<file path="config.mk">
export PLATFORM = sky130hd
export DESIGN_NAME = ysyx_22040386_pipe_ctrl
export DESIGN_NICKNAME = d
export VERILOG_FILES = /design/src/rtl/ysyx_22040386_defines.sv /design/src/rtl/ysyx_22040386_sat_cnt.sv /design/src/rtl/ysyx_22040386_pipe_ctrl.sv
export SDC_FILE = /design/constraint.sdc
export NUM_CORES = 1
export LEC_CHECK = 0
export CORE_ASPECT_RATIO = 1.1
export CORE_MARGIN = 10
export CORE_UTILIZATION = 45
export CTS_CLUSTER_SIZE = 30
export DETAILED_ROUTE_END_ITERATION = 7
export PLACE_DENSITY = 0.71
export SYNTH_ARGS = -nofsm -noshare
export SYNTH_HDL_FRONTEND = slang
export SYNTH_SLANG_ARGS = --single-unit
</file>
<file path="constraint.sdc">
create_clock -name i_PIPE_CTRL_clk -period 2.8 [get_ports i_PIPE_CTRL_clk]
set_input_delay 0.56 -clock i_PIPE_CTRL_clk [delete_from_list [all_inputs] [get_ports i_PIPE_CTRL_clk]]
set_output_delay 0.56 -clock i_PIPE_CTRL_clk [all_outputs]
set_load 0.01 [all_outputs]
</file>
<file path="src/rtl/ysyx_22040386_defines.sv">
// Shared definitions for the ysyx_22040386 pipeline.
//  NOP_INST : canonical bubble instruction (addi x0,x0,0) loaded by flushed stages
//  REG_ZERO : architectural x0, never a real data dependency
//  pipe_state_e : pipeline-controller sequencing states
package ysyx_22040386_defines;

  localparam logic [31:0] NOP_INST = 32'h0000_0013;
  localparam logic [4:0]  REG_ZERO = 5'd0;

  typedef enum logic [1:0] {
    ST_RUN      = 2'd0,
    ST_MEM_WAIT = 2'd1,
    ST_ERR      = 2'd2
  } pipe_state_e;

endpackage

</file>
<file path="src/rtl/ysyx_22040386_sat_cnt.sv">
// Saturating up-counter used for pipeline performance statistics.
// Ports:
//  i_SAT_CNT_clk   clock
//  i_SAT_CNT_rst_n asynchronous reset, active low
//  i_SAT_CNT_inc   count this cycle
//  i_SAT_CNT_clr   synchronous clear (wins over inc)
//  o_SAT_CNT_cnt   current count, sticks at all-ones
module ysyx_22040386_sat_cnt #(
  parameter int CNT_W = 32
) (
  input  logic             i_SAT_CNT_clk,
  input  logic             i_SAT_CNT_rst_n,
  input  logic             i_SAT_CNT_inc,
  input  logic             i_SAT_CNT_clr,
  output logic [CNT_W-1:0] o_SAT_CNT_cnt
);

  logic [CNT_W-1:0] r_cnt;

  always_ff @(posedge i_SAT_CNT_clk or negedge i_SAT_CNT_rst_n) begin
    if (!i_SAT_CNT_rst_n) begin
      r_cnt <= '0;
    end else if (i_SAT_CNT_clr) begin
      r_cnt <= '0;
    end else if (i_SAT_CNT_inc && (r_cnt != {CNT_W{1'b1}})) begin
      r_cnt <= r_cnt + 1'b1;
    end
  end

  assign o_SAT_CNT_cnt = r_cnt;

endmodule

</file>
<file path="src/rtl/ysyx_22040386_pipe_ctrl.sv">
// Hazard / sequencing controller for the 5-stage RV64 pipeline.
// Ports:
//  i_PIPE_CTRL_clk, i_PIPE_CTRL_rst_n         clock, async active-low reset
//  i_PIPE_CTRL_id_rs1/rs2, *_used             ID-stage source operands
//  i_PIPE_CTRL_ex_is_load, ex_rd, ex_jump     EX-stage load / destination / taken jump
//  i_PIPE_CTRL_lsu_req, lsu_ready             MEM-stage data access handshake
//  o_PIPE_CTRL_jump_flag                      flush IF/ID + ID/EX, redirect PC
//  o_PIPE_CTRL_load_use_flag                  hold PC + IF/ID, bubble ID/EX
//  o_PIPE_CTRL_mem_stall                      hold PC..EX/MEM, bubble MEM/WB
//  o_PIPE_CTRL_bus_err                        sticky data-bus timeout
//  o_PIPE_CTRL_stall_cnt, flush_cnt           saturating performance counters
module ysyx_22040386_pipe_ctrl
  import ysyx_22040386_defines::*;
#(
  parameter int MEM_TIMEOUT = 256,
  parameter int CNT_W       = 32
) (
  input  logic             i_PIPE_CTRL_clk,
  input  logic             i_PIPE_CTRL_rst_n,
  input  logic [4:0]       i_PIPE_CTRL_id_rs1,
  input  logic [4:0]       i_PIPE_CTRL_id_rs2,
  input  logic             i_PIPE_CTRL_id_rs1_used,
  input  logic             i_PIPE_CTRL_id_rs2_used,
  input  logic             i_PIPE_CTRL_ex_is_load,
  input  logic [4:0]       i_PIPE_CTRL_ex_rd,
  input  logic             i_PIPE_CTRL_ex_jump,
  input  logic             i_PIPE_CTRL_lsu_req,
  input  logic             i_PIPE_CTRL_lsu_ready,
  output logic             o_PIPE_CTRL_jump_flag,
  output logic             o_PIPE_CTRL_load_use_flag,
  output logic             o_PIPE_CTRL_mem_stall,
  output logic             o_PIPE_CTRL_bus_err,
  output logic [CNT_W-1:0] o_PIPE_CTRL_stall_cnt,
  output logic [CNT_W-1:0] o_PIPE_CTRL_flush_cnt
);

  // Wide enough to hold MEM_TIMEOUT-1, the last count before the error trip.
  localparam int WAIT_W = (MEM_TIMEOUT > 2) ? $clog2(MEM_TIMEOUT) : 1;

  pipe_state_e       r_state;
  logic [WAIT_W-1:0] r_wait_cnt;
  logic              r_bus_err;

  logic w_rs1_hit;
  logic w_rs2_hit;
  logic w_hz_lu;
  logic w_hz_mem;
  logic w_jump_flag;
  logic w_load_use_flag;
  logic w_mem_stall;

  assign w_rs1_hit = i_PIPE_CTRL_id_rs1_used & (i_PIPE_CTRL_id_rs1 == i_PIPE_CTRL_ex_rd);
  assign w_rs2_hit = i_PIPE_CTRL_id_rs2_used & (i_PIPE_CTRL_id_rs2 == i_PIPE_CTRL_ex_rd);
  assign w_hz_lu   = i_PIPE_CTRL_ex_is_load & (i_PIPE_CTRL_ex_rd != REG_ZERO) & (w_rs1_hit | w_rs2_hit);
  assign w_hz_mem  = i_PIPE_CTRL_lsu_req & ~i_PIPE_CTRL_lsu_ready;

  // Memory stall outranks everything: EX is frozen during it, so a pending
  // jump simply waits and fires on the release cycle. A jump flushes the
  // load-use victim anyway, so it outranks the load-use bubble.
  always_comb begin
    w_jump_flag     = 1'b0;
    w_load_use_flag = 1'b0;
    w_mem_stall     = 1'b0;
    if (i_PIPE_CTRL_rst_n) begin
      if (r_state == ST_ERR) begin
        w_mem_stall = 1'b1;
      end else begin
        w_mem_stall     = w_hz_mem;
        w_jump_flag     = i_PIPE_CTRL_ex_jump & ~w_hz_mem;
        w_load_use_flag = w_hz_lu & ~w_hz_mem & ~i_PIPE_CTRL_ex_jump;
      end
    end
  end

  always_ff @(posedge i_PIPE_CTRL_clk or negedge i_PIPE_CTRL_rst_n) begin
    if (!i_PIPE_CTRL_rst_n) begin
      r_state    <= ST_RUN;
      r_wait_cnt <= '0;
      r_bus_err  <= 1'b0;
    end else begin
      case (r_state)
        ST_RUN: begin
          if (w_hz_mem) begin
            r_state    <= ST_MEM_WAIT;
            r_wait_cnt <= WAIT_W'(1);
          end
        end
        ST_MEM_WAIT: begin
          if (i_PIPE_CTRL_lsu_ready || !i_PIPE_CTRL_lsu_req) begin
            r_state    <= ST_RUN;
            r_wait_cnt <= '0;
          end else if (r_wait_cnt == WAIT_W'(MEM_TIMEOUT - 1)) begin
            r_state   <= ST_ERR;
            r_bus_err <= 1'b1;
          end else begin
            r_wait_cnt <= r_wait_cnt + 1'b1;
          end
        end
        ST_ERR: begin
          // Only reset leaves the error state.
          r_bus_err <= 1'b1;
        end
        default: begin
          r_state    <= ST_RUN;
          r_wait_cnt <= '0;
        end
      endcase
    end
  end

  ysyx_22040386_sat_cnt #(.CNT_W(CNT_W)) u_stall_cnt (
    .i_SAT_CNT_clk   (i_PIPE_CTRL_clk),
    .i_SAT_CNT_rst_n (i_PIPE_CTRL_rst_n),
    .i_SAT_CNT_inc   (w_load_use_flag | w_mem_stall),
    .i_SAT_CNT_clr   (1'b0),
    .o_SAT_CNT_cnt   (o_PIPE_CTRL_stall_cnt)
  );

  ysyx_22040386_sat_cnt #(.CNT_W(CNT_W)) u_flush_cnt (
    .i_SAT_CNT_clk   (i_PIPE_CTRL_clk),
    .i_SAT_CNT_rst_n (i_PIPE_CTRL_rst_n),
    .i_SAT_CNT_inc   (w_jump_flag),
    .i_SAT_CNT_clr   (1'b0),
    .o_SAT_CNT_cnt   (o_PIPE_CTRL_flush_cnt)
  );

  assign o_PIPE_CTRL_jump_flag     = w_jump_flag;
  assign o_PIPE_CTRL_load_use_flag = w_load_use_flag;
  assign o_PIPE_CTRL_mem_stall     = w_mem_stall;
  assign o_PIPE_CTRL_bus_err       = r_bus_err;

endmodule

</file>
==> results by stage <==
Worst setup path:
- The element type at the critical path start is an input port.
- The critical path class is in -> out.
- The number of cells on the worst reg-to-reg path is 6.
- In this run the critical register-to-register path is launched from u_stall_cnt.o_SAT_CNT_cnt[4].
- In this run the critical register-to-register path is captured at u_stall_cnt.o_SAT_CNT_cnt[31].
- STA classifies the critical path endpoint as an output pin.
- The endpoint arrival time on the critical path is approximately 2.2 ns.
- Across all register-to-register paths, the minimum setup slack is between 0.2 and 0.3 ns.
- The highest fanout seen on the critical path is 2.
- STA puts the critical path data required time at 2.24 ns.
- The most critical setup path has its startpoint at i_PIPE_CTRL_ex_rd[0].

Clocking:
- The clock tree root buffer cell is sky130_fd_sc_hd__clkbuf_8.
- The clock buffer count from CTS is 9.
- The number of buffers inserted for hold repair after clock tree synthesis is 0.
- The clock insertion delay at the later pin of the skew report is approximately 0.35 ns.
- No sink is reached through more buffers than the 2 on the longest clock path.
- TritonCTS built the clock tree.
- Clock tree synthesis found a total of 75 sinks.
- CTS built an H-tree with a depth of 3.
- After clock tree synthesis, the clock-pin slew on the worst setup and hold paths is ~0.080 ns.

Synth:
- The count of cell types in the netlist is 40.
- The total standard cell area after synthesis is ~3700 µm².
- The number of nets produced by synthesis is between 300 and 400.
- After synthesis the netlist holds a flip-flop and latch count of 75.
- The number of synthesis warnings is 0.
- For this run, the register share of the synthesized area comes to 0.501.
- The synthesized area per cell is 10.5 µm².
- Synthesis produced a netlist whose cell count is approximately 360.

Global route:
- The initial antenna violation count came to 0.
- For this run, the total global-route usage over all layers was measured as 0.150.
- Global routing finished with a remaining overflow of 0.
- The met1 capacity usage during global routing is 0.182.
- The number of global-route vias before repair is 3092.
- The maximum number of pins on one net before global-route repair is 76.
- In this run the most used layer during global routing was met2.
- The first global-routing pass estimated 15.2 mm of wire.
- For met3 alone, demand over resource in global routing was 0.0655.
- The routing usage on met2 is 0.236.

Pwr:
- The power per unit of standard cell area is about 530 nW/µm².
- The share of total power dissipated in sequential elements is 0.472.
- The clock share of power is 0.350.
- Of the total power, the share spent switching nets is 0.269.
- The maximum VDD drop is ~0.34 mV.
- The total leakage power is between 2 and 2.5 nW.
- The internal portion of total power is roughly 0.002 W.
- For this design the total switching power over the nets is between 0.0007 and 0.0008 W.
- The portion of total power attributed to combinational logic is 0.178.

Timing:
- Measured against its own limit, the worst slew margin works out to 0.372.
- Of the available clock period, the critical path in the final layout requires 0.981.
- The maximum clock skew at final layout is 0.00693 ns.
- The max-slew violation total from the final report is 0.
- The hold violation count in the final report is 0.
- Setup violations remaining at the end of the flow were counted as 0.
- The transition time at the pin with the least slew margin is roughly 0.94 ns.
- Summed over all failing endpoints, the final setup total negative slack is 0 ns.
- The clock period could shrink to 2.75 ns.
- The fmax is about 0.36 GHz.

Detailed routing:
- The routed layout has just over 3000 vias.
- After detailed routing, the number of remaining DRC violations is 0.
- The ratio of routed vias to standard cells is 5.29.
- Wires add up to about 9 mm.
- Dividing the detail-routed wire length by the instance count gives around 16 µm.
- The total iterations of the first detailed-routing run is 4.
- The number of violations reported at the end of detailed-routing iteration 0 is ~100.
- The count of nets left with antenna violations once routing finished came out at 0.

Cells and area:
- Leaving out fill and tap cells, the most frequent cells in the layout are sky130_fd_sc_hd__clkdlybuf4s50_1, sky130_fd_sc_hd__dfrtp_1, sky130_fd_sc_hd__xnor2_1, sky130_fd_sc_hd__nand2_1, sky130_fd_sc_hd__nand3_1.
- In the final design database the tool counted roughly 500 nets.
- Relative to the synthesized area, the layout overhead comes to 36.1%.
- The number of inserted diodes is 0.
- The ratio of cells with drive above 1 in the final layout is 0.0847.
- The fraction of the core area covered by cells at the end of the flow is 0.638.
- Leaving out fill and tap cells, the most frequent cell in the layout is sky130_fd_sc_hd__clkdlybuf4s50_1.

Die:
- The number of core rows is 34.
- The width of the chip is between 100 and 150 µm.
- The vertical extent of the die is between 100 and 150 µm.
- During I/O placement, the number of pins put on the boundary was 91.
- For this configuration, the core starts out at a cell density of 0.469.
- The core region is 8000 µm².
- The total die area is between 10000 and 15000 µm².

Outcome:
- The flow ran to the end, and the final reports show no timing, DRC or antenna violations.

Placement:
- Input and output buffers added on the ports amount to 90.
- Routability-driven placement finished with a final weighted congestion of roughly 0.86.
- The final HPWL from detailed placement is about 6.8 mm.

Run:
- Across the run, the number of max-cap violations was 0.

Hold path:
- The worst hold path belongs to the class in -> async.
==> layout make-up <==
type | count | area, µm²
clock buffer | 12 | 155
clock inverter | 4 | 72.6
fill | 714 | 2900
inverter | 7 | 26.3
multi-input combinational | 270 | 1820
sequential | 75 | 1880
tap | 108 | 135
timing repair buffer | 104 | 1020
==> routing by layer <==
layer  share of wire  routed length [µm]  vias up
met5               0                   0        -
met4          0.0081                  73        0
met3           0.079                 715       10
met2            0.45                4070       94
met1            0.46                4160     1485
li1                -                   -     1482
==> power by group through the flow <==
stage          clock network (W)  registers [W]  logic (W)
5_1_grt                  0.00102        0.00128   0.000537
3_3_place_gp                   0        0.00128   0.000473
4_1_cts                 0.000970        0.00127   0.000490
6_report                0.000941        0.00127   0.000479
3_5_place_dp                   0        0.00129   0.000487
2_1_floorplan                  0        0.00130   0.000213
==> flip-flops by register name (all words and copies together), names as in the netlist <==
name                       flops
u_flush_cnt.o_SAT_CNT_cnt     32
o_PIPE_CTRL_bus_err            1
r_state                        2
r_wait_cnt                     8
u_stall_cnt.o_SAT_CNT_cnt     32
==> worst max-delay path, cell delays in order <==
cell	delay, ns
sky130_fd_sc_hd__clkdlybuf4s50_1	0.44
sky130_fd_sc_hd__or4_4	0.57
sky130_fd_sc_hd__nor2_4	0.11
sky130_fd_sc_hd__nor3_1	0.07
sky130_fd_sc_hd__and2_1	0.15
sky130_fd_sc_hd__dlygate4sd2_1	0.28
==> what timing repair did <==
item	CTS	global route
setup buffers	1	0
setup endpoints to repair	1	1
resized for setup	2	3
pin swaps	1	1
==> cells by family after synthesis <==
logic type | count (synthesis) | synth area share
compound gates | 22 | 0.0401
xor+xnor | 76 | 0.178
fa+ha+maj | 6 | 0.0200
buf+inv | 13 | 0.0174
flops | 75 | 0.501
mux | 3 | 0.00901
simple gates | 163 | 0.235
==> metrics by stage <==
stage | hold slack [ns] | setup slack (ns) | area (µm²) | power (W) | cells
floorplan | 0.264 | 0.557 | 3750 | 0.00151 | 358
global placement | 0.462 | -0.116 | 4850 | 0.00176 | 563
detailed placement | 0.462 | -0.202 | 4850 | 0.00178 | 563
CTS | 0.479 | 0.00639 | 5090 | 0.00273 | 580
global route | 0.505 | -0.00731 | 5100 | 0.00284 | 580
finish | 0.450 | 0.0543 | 5100 | 0.00269 | 580
==> cells in the mapped netlist (all sizes together) <==
cell type | number | area, µm²
and2 | 5 | 31.3
xor2 | 20 | 175
a21oi | 5 | 25.0
xnor2 | 56 | 490
nand2b | 2 | 12.5
nand4 | 23 | 144
a2111oi | 2 | 23.8
o31ai | 2 | 15.0
nand4b | 1 | 8.76
nor2b | 3 | 18.8
clkbuf | 3 | 11.3
or3 | 2 | 12.5
o22ai | 1 | 6.26
o21a | 1 | 7.51
nand3 | 29 | 145
nor4 | 1 | 6.26
a21o | 1 | 7.51
o211a | 1 | 10.0
nor3 | 8 | 40.0
ha | 6 | 75.1
or2 | 1 | 6.26
a32o | 1 | 10.0
and4 | 12 | 106
buf | 3 | 27.5
nor4b | 1 | 15.0
a31oi | 1 | 6.26
nor2 | 23 | 86.3
nand2 | 33 | 124
nor3b | 1 | 7.51
or4 | 3 | 22.5
o221ai | 1 | 8.76
and3 | 15 | 95.1
inv | 7 | 26.3
dfrtp | 75 | 1880
mux2 | 3 | 33.8
o21ai | 6 | 30.0
==> how the worst max path moves through the flow <==
stage / slack, ns / to / cells after the start
floorplan: 0.56 / u_stall_cnt.o_SAT_CNT_cnt[15] / 7
global placement: -0.12 / o_PIPE_CTRL_load_use_flag / 6
detailed placement: -0.20 / o_PIPE_CTRL_load_use_flag / 6
CTS: 0.006 / o_PIPE_CTRL_load_use_flag / 6
global route: -0.007 / o_PIPE_CTRL_load_use_flag / 7
finish: 0.05 / o_PIPE_CTRL_load_use_flag / 6
Note: power is estimated with default switching activity, not from simulation.
